[config.mk]
export PLATFORM = sky130hd
export DESIGN_NAME = csd2bin
export DESIGN_NICKNAME = d
export VERILOG_FILES = /design/src/rtl/csd2bin.sv
export SDC_FILE = /design/constraint.sdc
export NUM_CORES = 1
export LEC_CHECK = 0
export CORE_MARGIN = 10
export CORE_UTILIZATION = 46
export CTS_CLUSTER_SIZE = 28
export DETAILED_ROUTE_END_ITERATION = 7
export PLACE_DENSITY = 0.81
export SETUP_SLACK_MARGIN = 0.15
export SLEW_MARGIN = 10
export SYNTH_ARGS = -nofsm -noshare
export SYNTH_HDL_FRONTEND = slang
export SYNTH_SLANG_ARGS = --single-unit
[constraint.sdc]
create_clock -name clk -period 1.7 [get_ports clk]
set_clock_uncertainty 0.2 [all_clocks]
set_input_delay 0.34 -clock clk [delete_from_list [all_inputs] [get_ports clk]]
set_output_delay 0.34 -clock clk [all_outputs]
set_load 0.01 [all_outputs]
[src/rtl/csd2bin.sv]
// Multi-cycle CSD-to-two's-complement decoder: Horner accumulation, MSB digit first, DPC digits/clock.
// Optional input checking (illegal code 10, adjacent nonzero digits) is enabled by defining CSD_CHECK_EN.
module csd2bin #(
    parameter int W   = 4,
    parameter int DPC = 1
) (
    input  logic           clk,
    input  logic           arst,
    input  logic           in_valid,
    output logic           in_ready,
    input  logic [2*W-1:0] y,
    output logic           out_valid,
    input  logic           out_ready,
    output logic [W:0]     x,
    output logic           err
);

    localparam int N  = W / DPC;
    localparam int CW = (N > 1) ? $clog2(N) : 1;

    typedef enum logic [1:0] {IDLE, CONV, DONE} state_t;

    state_t             state;
    logic [2*W-1:0]     sr;
    logic signed [W:0]  acc;
    logic [CW-1:0]      cnt;
    logic signed [W:0]  grp_sum;
    logic signed [W:0]  acc_next;
    logic signed [W:0]  wt;
    logic [1:0]         code;
    logic               last_cyc;

`ifdef CSD_CHECK_EN
    logic sticky;
    logic prev_nz;
    logic chk_flag;
    logic last_nz;
    logic nz_run;
`endif

    assign last_cyc = (cnt == CW'(N - 1));

    // Top DPC digits of the shift register, weighted MSB-first within the group.
    always_comb begin
        grp_sum = '0;
        wt      = '0;
        code    = '0;
`ifdef CSD_CHECK_EN
        chk_flag = 1'b0;
        nz_run   = prev_nz;
`endif
        for (int unsigned j = 0; j < DPC; j++) begin
            code = sr[2*W-1-2*j -: 2];
            wt   = '0;
            wt[DPC-1-j] = 1'b1;
            if (code == 2'b01)
                grp_sum = grp_sum + wt;
            else if (code == 2'b11)
                grp_sum = grp_sum - wt;
`ifdef CSD_CHECK_EN
            if (code == 2'b10)
                chk_flag = 1'b1;
            if (code[0] && nz_run)
                chk_flag = 1'b1;
            nz_run = code[0];
`endif
        end
`ifdef CSD_CHECK_EN
        last_nz = nz_run;
`endif
        acc_next = (acc <<< DPC) + grp_sum;
    end

    always_ff @(posedge clk or posedge arst) begin
        if (arst) begin
            state     <= IDLE;
            in_ready  <= 1'b0;
            out_valid <= 1'b0;
            x         <= '0;
            sr        <= '0;
            acc       <= '0;
            cnt       <= '0;
        end else begin
            case (state)
                IDLE: begin
                    if (in_valid && in_ready) begin
                        sr       <= y;
                        acc      <= '0;
                        cnt      <= '0;
                        in_ready <= 1'b0;
                        state    <= CONV;
                    end else begin
                        in_ready <= 1'b1;
                    end
                end
                CONV: begin
                    acc <= acc_next;
                    sr  <= sr << (2 * DPC);
                    cnt <= cnt + 1'b1;
                    if (last_cyc) begin
                        x         <= acc_next;
                        out_valid <= 1'b1;
                        state     <= DONE;
                    end
                end
                DONE: begin
                    if (out_ready) begin
                        out_valid <= 1'b0;
                        in_ready  <= 1'b1;
                        state     <= IDLE;
                    end
                end
                default: state <= IDLE;
            endcase
        end
    end

`ifdef CSD_CHECK_EN
    // prev_nz carries the last digit of a group so adjacency spanning groups is caught.
    always_ff @(posedge clk or posedge arst) begin
        if (arst) begin
            sticky  <= 1'b0;
            prev_nz <= 1'b0;
            err     <= 1'b0;
        end else if (state == IDLE && in_valid && in_ready) begin
            sticky  <= 1'b0;
            prev_nz <= 1'b0;
        end else if (state == CONV) begin
            sticky  <= sticky | chk_flag;
            prev_nz <= last_nz;
            if (last_cyc)
                err <= sticky | chk_flag;
        end
    end
`else
    assign err = 1'b0;
`endif

endmodule

==> Word-level counts from Yosys, hierarchy flattened <==
Cells that the tools add are included.
{ "classes": {"add_sub_neg": 2, "n_eq_ne": 8, "mux": 18, "n_reduce_logical": 10} }
{ "op_table": {"columns": ["cell", "n"], "rows": [
  ["one-hot mux 8 bit (2 select lines)", 1],
  ["2-to-1 mux 5 bit", 2],
  ["2-to-1 mux 2 bit", 4],
  ["2-to-1 mux 8 bit", 1],
  ["one-hot mux 4 bit (2 select lines)", 1],
  ["== test 2 bit (second input constant)", 3],
  ["!= test 2 bit (second input constant)", 3],
  ["one-hot mux 2 bit (3 select lines)", 1],
  ["AND reduction 2 bit", 3],
  ["AND reduction 3 bit", 2],
  ["nonzero test 2 bit", 3],
  ["adder 5 bit", 1],
  ["== test 2 x 1 -> 1 bit (second input constant)", 2],
  ["2-to-1 mux 1 bit", 4],
  ["2-to-1 mux 4 bit", 1],
  ["one-hot mux 1 bit (2 select lines)", 2],
  ["one-hot mux 2 bit (2 select lines)", 1],
  ["adder 2 x 1 -> 2 bit (second input constant)", 1],
  ["zero test 2 bit", 1],
  ["logical AND 1 bit", 1]
]} }
{ "totals": {"reg_bits": 23, "in_bits": 12, "wordCells": 45} }

==> Depth between registers and ports, before layout <==
Gate-level depths: netlist (run 1).
{ "logic_depth": {"ltp_word": 5, "depth_mapped": 7} }

==> Worst setup path after synthesis (run 1) <==
OpenSTA, ideal clock, no wires.
{ "synth_path": {"path_type": "register to register", "from": "register sr[6]", "to": "register x[4]", "arrival_ns": 1.366, "required_ns": 1.374, "path_slack_ns": 0.007, "stages_incl_launch_ff": 8, "path_buffers": 0, "cell_sequence": "dfrtp_1 -> nand2_1 -> inv_1 -> ha_1 -> a21oi_1 -> o21ai_0 -> xnor2_1 -> o21ai_0"} }
{ "synth_between": {"elab_chain_len": 4, "word_cells_on_any_way": 5, "cone_classes": "add/sub (1); eq/ne (2); mux (2)"} }
{ "synth_lines": {"columns": ["element", "line", "source"], "rows": [
  ["start, declared", "24", "logic [2*W-1:0] sr;"],
  ["start signal, assigned", "87", "sr <= y;"],
  ["start signal, assigned", "98", "sr <= sr << (2 * DPC);"],
  ["== test 2 bit", "58", "else if (code == 2'b11)"],
  ["2-to-1 mux 5 bit", "58", null],
  ["2-to-1 mux 5 bit *", "56", "if (code == 2'b01)"],
  ["adder 5 bit *", "71", "acc_next = (acc <<< DPC) + grp_sum;"],
  ["end signal, assigned", "101", "x <= acc_next;"],
  ["end, declared", "14", "output logic [W:0] x,"]
]} }
Every way passes the cells marked *; elsewhere a longest branch is shown, timed or not.
A chain may end at the register's enable or synchronous reset.

==> Final worst setup path (run 1) <==
Same ends and word-level chain as after synthesis.

==> results of run 1 <==
-- flip-flops by register name, summed over array words and instances, names as in the netlist --
register	count
x	5
state	2
out_valid	1
sr	8
cnt	2
in_ready	1
acc	4
-- through the flow --
stage	utilization, %	instance area [um2]
after global routing	67.0	1510
after floorplan	-	1120
after CTS	62.7	1410
final	67.0	1510
after global placement	59.7	1350
after detailed placement	59.7	1350
-- power by group --
group	total [mW]	switching, mW	leakage (nW)	internal, mW
combinational	1.61	0.725	0.405	0.880
clock	0.250	0.159	0.0150	0.0915
sequential	0.935	0.153	0.292	0.782
total	2.79	1.04	0.712	1.75
-- logic make-up (layout without fill, tap and decap cells) --
group / after synthesis / in the layout
muxes: 8 / 8
AOI/OAI and AO/OA: 25 / 25
buffers and inverters: 10 / 45
adders and majority gates: 4 / 4
other: 1 / 1
DFF: 23 / 23
xor gates and xnor gates: 4 / 4
and+or+nand+nor: 28 / 28
-- final cells by class --
cell class,instances,area share (%)
tap,28,2.32
clock buffer,4,1.74
sequential,23,38.1
inverter,5,1.24
timing repair buffer,36,23.3
multi-input combinational,70,33.3
-- metal layers --
| layer | wire length [um] | up-vias | track usage (%) |
|---|---|---|---|
| met5 | 0 | - | 0 |
| met4 | 42 | 0 | 5.10 |
| met3 | 100 | 4 | 2.43 |
| met2 | 1200 | 21 | 16.0 |
| met1 | 988 | 388 | 10.3 |
| li1 | - | 412 | - |
-- cells in the final DEF, fill, tap and decap left out, types with 2 or more instances in the layout --
| cell | n |
|---|---|
| buf_12 | 2 |
| inv_1 | 4 |
| o21ai_0 | 11 |
| dfrtp_1 | 23 |
| ha_1 | 2 |
| nor2_1 | 4 |
| nand2_1 | 17 |
| clkdlybuf4s15_1 | 5 |
| buf_4 | 15 |
| a22o_1 | 2 |
| nand2_2 | 3 |
| a22o_2 | 2 |
| clkbuf_4 | 3 |
| o21ai_1 | 3 |
| mux2i_1 | 6 |
| clkdlybuf4s50_1 | 11 |
| xnor2_1 | 2 |
| a21oi_1 | 3 |
-- critical path: stages, from the launching register on --
cell and delay (ps):
dfrtp_1 430, nand2_2 110, inv_2 60, ha_1 300
nand2_2 60, o21ai_2 140, xnor2_1 130, o21ai_1 80
-- how the worst min path moves through the flow --
stage	from	slack, ps	cells past startpoint	to
5_1_grt	arst	190	3	in_ready
3_5_place_dp	sr[3]	270	2	sr[3]
6_report	arst	150	3	in_ready
3_3_place_gp	x[2]	260	2	x[2]
4_1_cts	arst	160	3	in_ready
2_1_floorplan	arst	140	1	acc[0]
-- timing repair --
action	4_1_cts	5_1_grt
setup buffers	6	7
gates resized for setup	10	13
cloned	0	1
setup endpoints to repair	10	15
pin swaps	1	4
endpoints found under the hold margin	0	0
==> impl_results.md, run 1 <==
- Yosys top cell area share: between 50% and 60%
- Htree depth: 1
- GRT Util Overall: 9.40%
- DR vias: around 830
- Via density: between 4 and 5
- Worst hold slack: 150 ps
- Mux share of post-synthesis cell area: 7.79%
- Fin crit period: 1610 ps
- DRC viols: 0
- Seq/Total Area, Yosys: 51.9%
- Core Region: 0.00225 mm2
- Sink Count: 23
- Syn. warnings: 0
- Fmax: 0.622 GHz
- FF-to-FF End: x[4]
- Crit path to: x[4]
- Mapped Nets: 119
- Post-route ant nets: 0
- Critical Path Start: sr[6]
- CTS tree: built
- Critical Path RT: 1700 ps
- Layout Cells excl Fill: 166
- Highest net fanout along the worst path: 3
- Global-route wire length before repair: 3880 um
- DP Wirelength: 1650 um
- Cts hold-fix bufs: 0
- Post-synth top cells: dfrtp_1 (23), nand2_1 (20), o21ai_0 (15)
- Setup crit end kind: flop
- FP Rows: 17
- Final Cycle Share: roughly 95%
- Die height: 69.1 um
- Setup violators final: 0
- # diodes: 0
- Startpoint Class: flop
- Fin nets: 155
- Crit path arrival time: 1610 ps
- Leakage: 0.712 nW
- Unrepaired setup endpoints after global routing: yes
- Root buffer cell: clkbuf_4
- Clk Latency, worst-skew pair: 300 ps
- FILL cells: ~190
- Post-Synth XOR/XNOR Area: under 10%
- Vias in the first global route: 868
- Main combinational cell family by area after synthesis: compound AO/OA/AOI/OAI gates
- Starting density of the core: 49.2%
- Grt ovf: 0
- Compound-Gate Fraction of Synth Area: between 10 and 15%
- Worst VDD drop: 1020 uV
- Initial antenna violation count: 0
- Gpl congestion: ~0.78
- Die area: 0.00477 mm2
- Area of the multi-input gates: roughly 500 um2
- Setup CP Type: reg2reg
- Die X: 69.1 um
- Power Total: 2.79 mW
- FF/Latch Area: 576 um2
- Post-synth ARST share: 100%
- Pwr/cell area: about 1800 mW/mm2
- R2R Path Start: sr[6]
- Top-count cell post-synth: dfrtp_1
- CTS buffer count: 3
- Worst-path clk slew: 120 ps
- Final hold viol count: 0
- Setup_tns: 0 ps
- Fraction of layout cells with a size suffix above 1: approximately 28%
- DP Cell Count: 148
- 1st-pass router iterations: 4
- Final worst slack: slightly above 90 ps
- Post-Syn Area: 0.00111 mm2
- Status: finished clean
- Ranking of synthesized cells by area: dfrtp_1 (52%), nand2_1 (6.8%), o21ai_0 (6.8%)
- Synth Area per Inst: approximately 11 um2
- Area growth syn-to-layout: 36.2%
- Yosys top cell by area: dfrtp_1
- Max_cap viols: 0
- Mean routed wirelength per cell: about 14 um
- Final WL: 2340 um
- EDFF count, synth: 0
- I/O pin count: 20
- # port buffers: 18
- Synthesized instance count: just over 100
- Synth Flop Type: dfrtp_1
- CTS Buffer Depth: 2
- Tightest Hold Check Type: in2async
- Reg2Reg Setup Slack: 90 ps
- Netlist cell types: 26
- Synth Area in Simple Gates: 12.1%
- Max-slew violations: 0
- Pre-CTS setup slack: between 3 and 4 ps
- DR iter-0 viols: 21
- Largest net degree at the start of global routing: 24
- Register-to-Register Path Depth: 7
- Yosys reg bits: 23
- Synth Area in Adders: about 5.2%
No activity file was read; power rests on OpenSTA's default activity.
==> inputs of run 2 (changes only) <==
CAP_MARGIN = 20   (was unset)
==> results of run 2 <==
The final DEF is identical to that of run 1; final timing and power are the same.
==> inputs of run 3 (changes only) <==
SLEW_MARGIN = 15   (was 10)
==> results of run 3 <==
The final DEF is identical to that of run 1; final timing and power are the same.
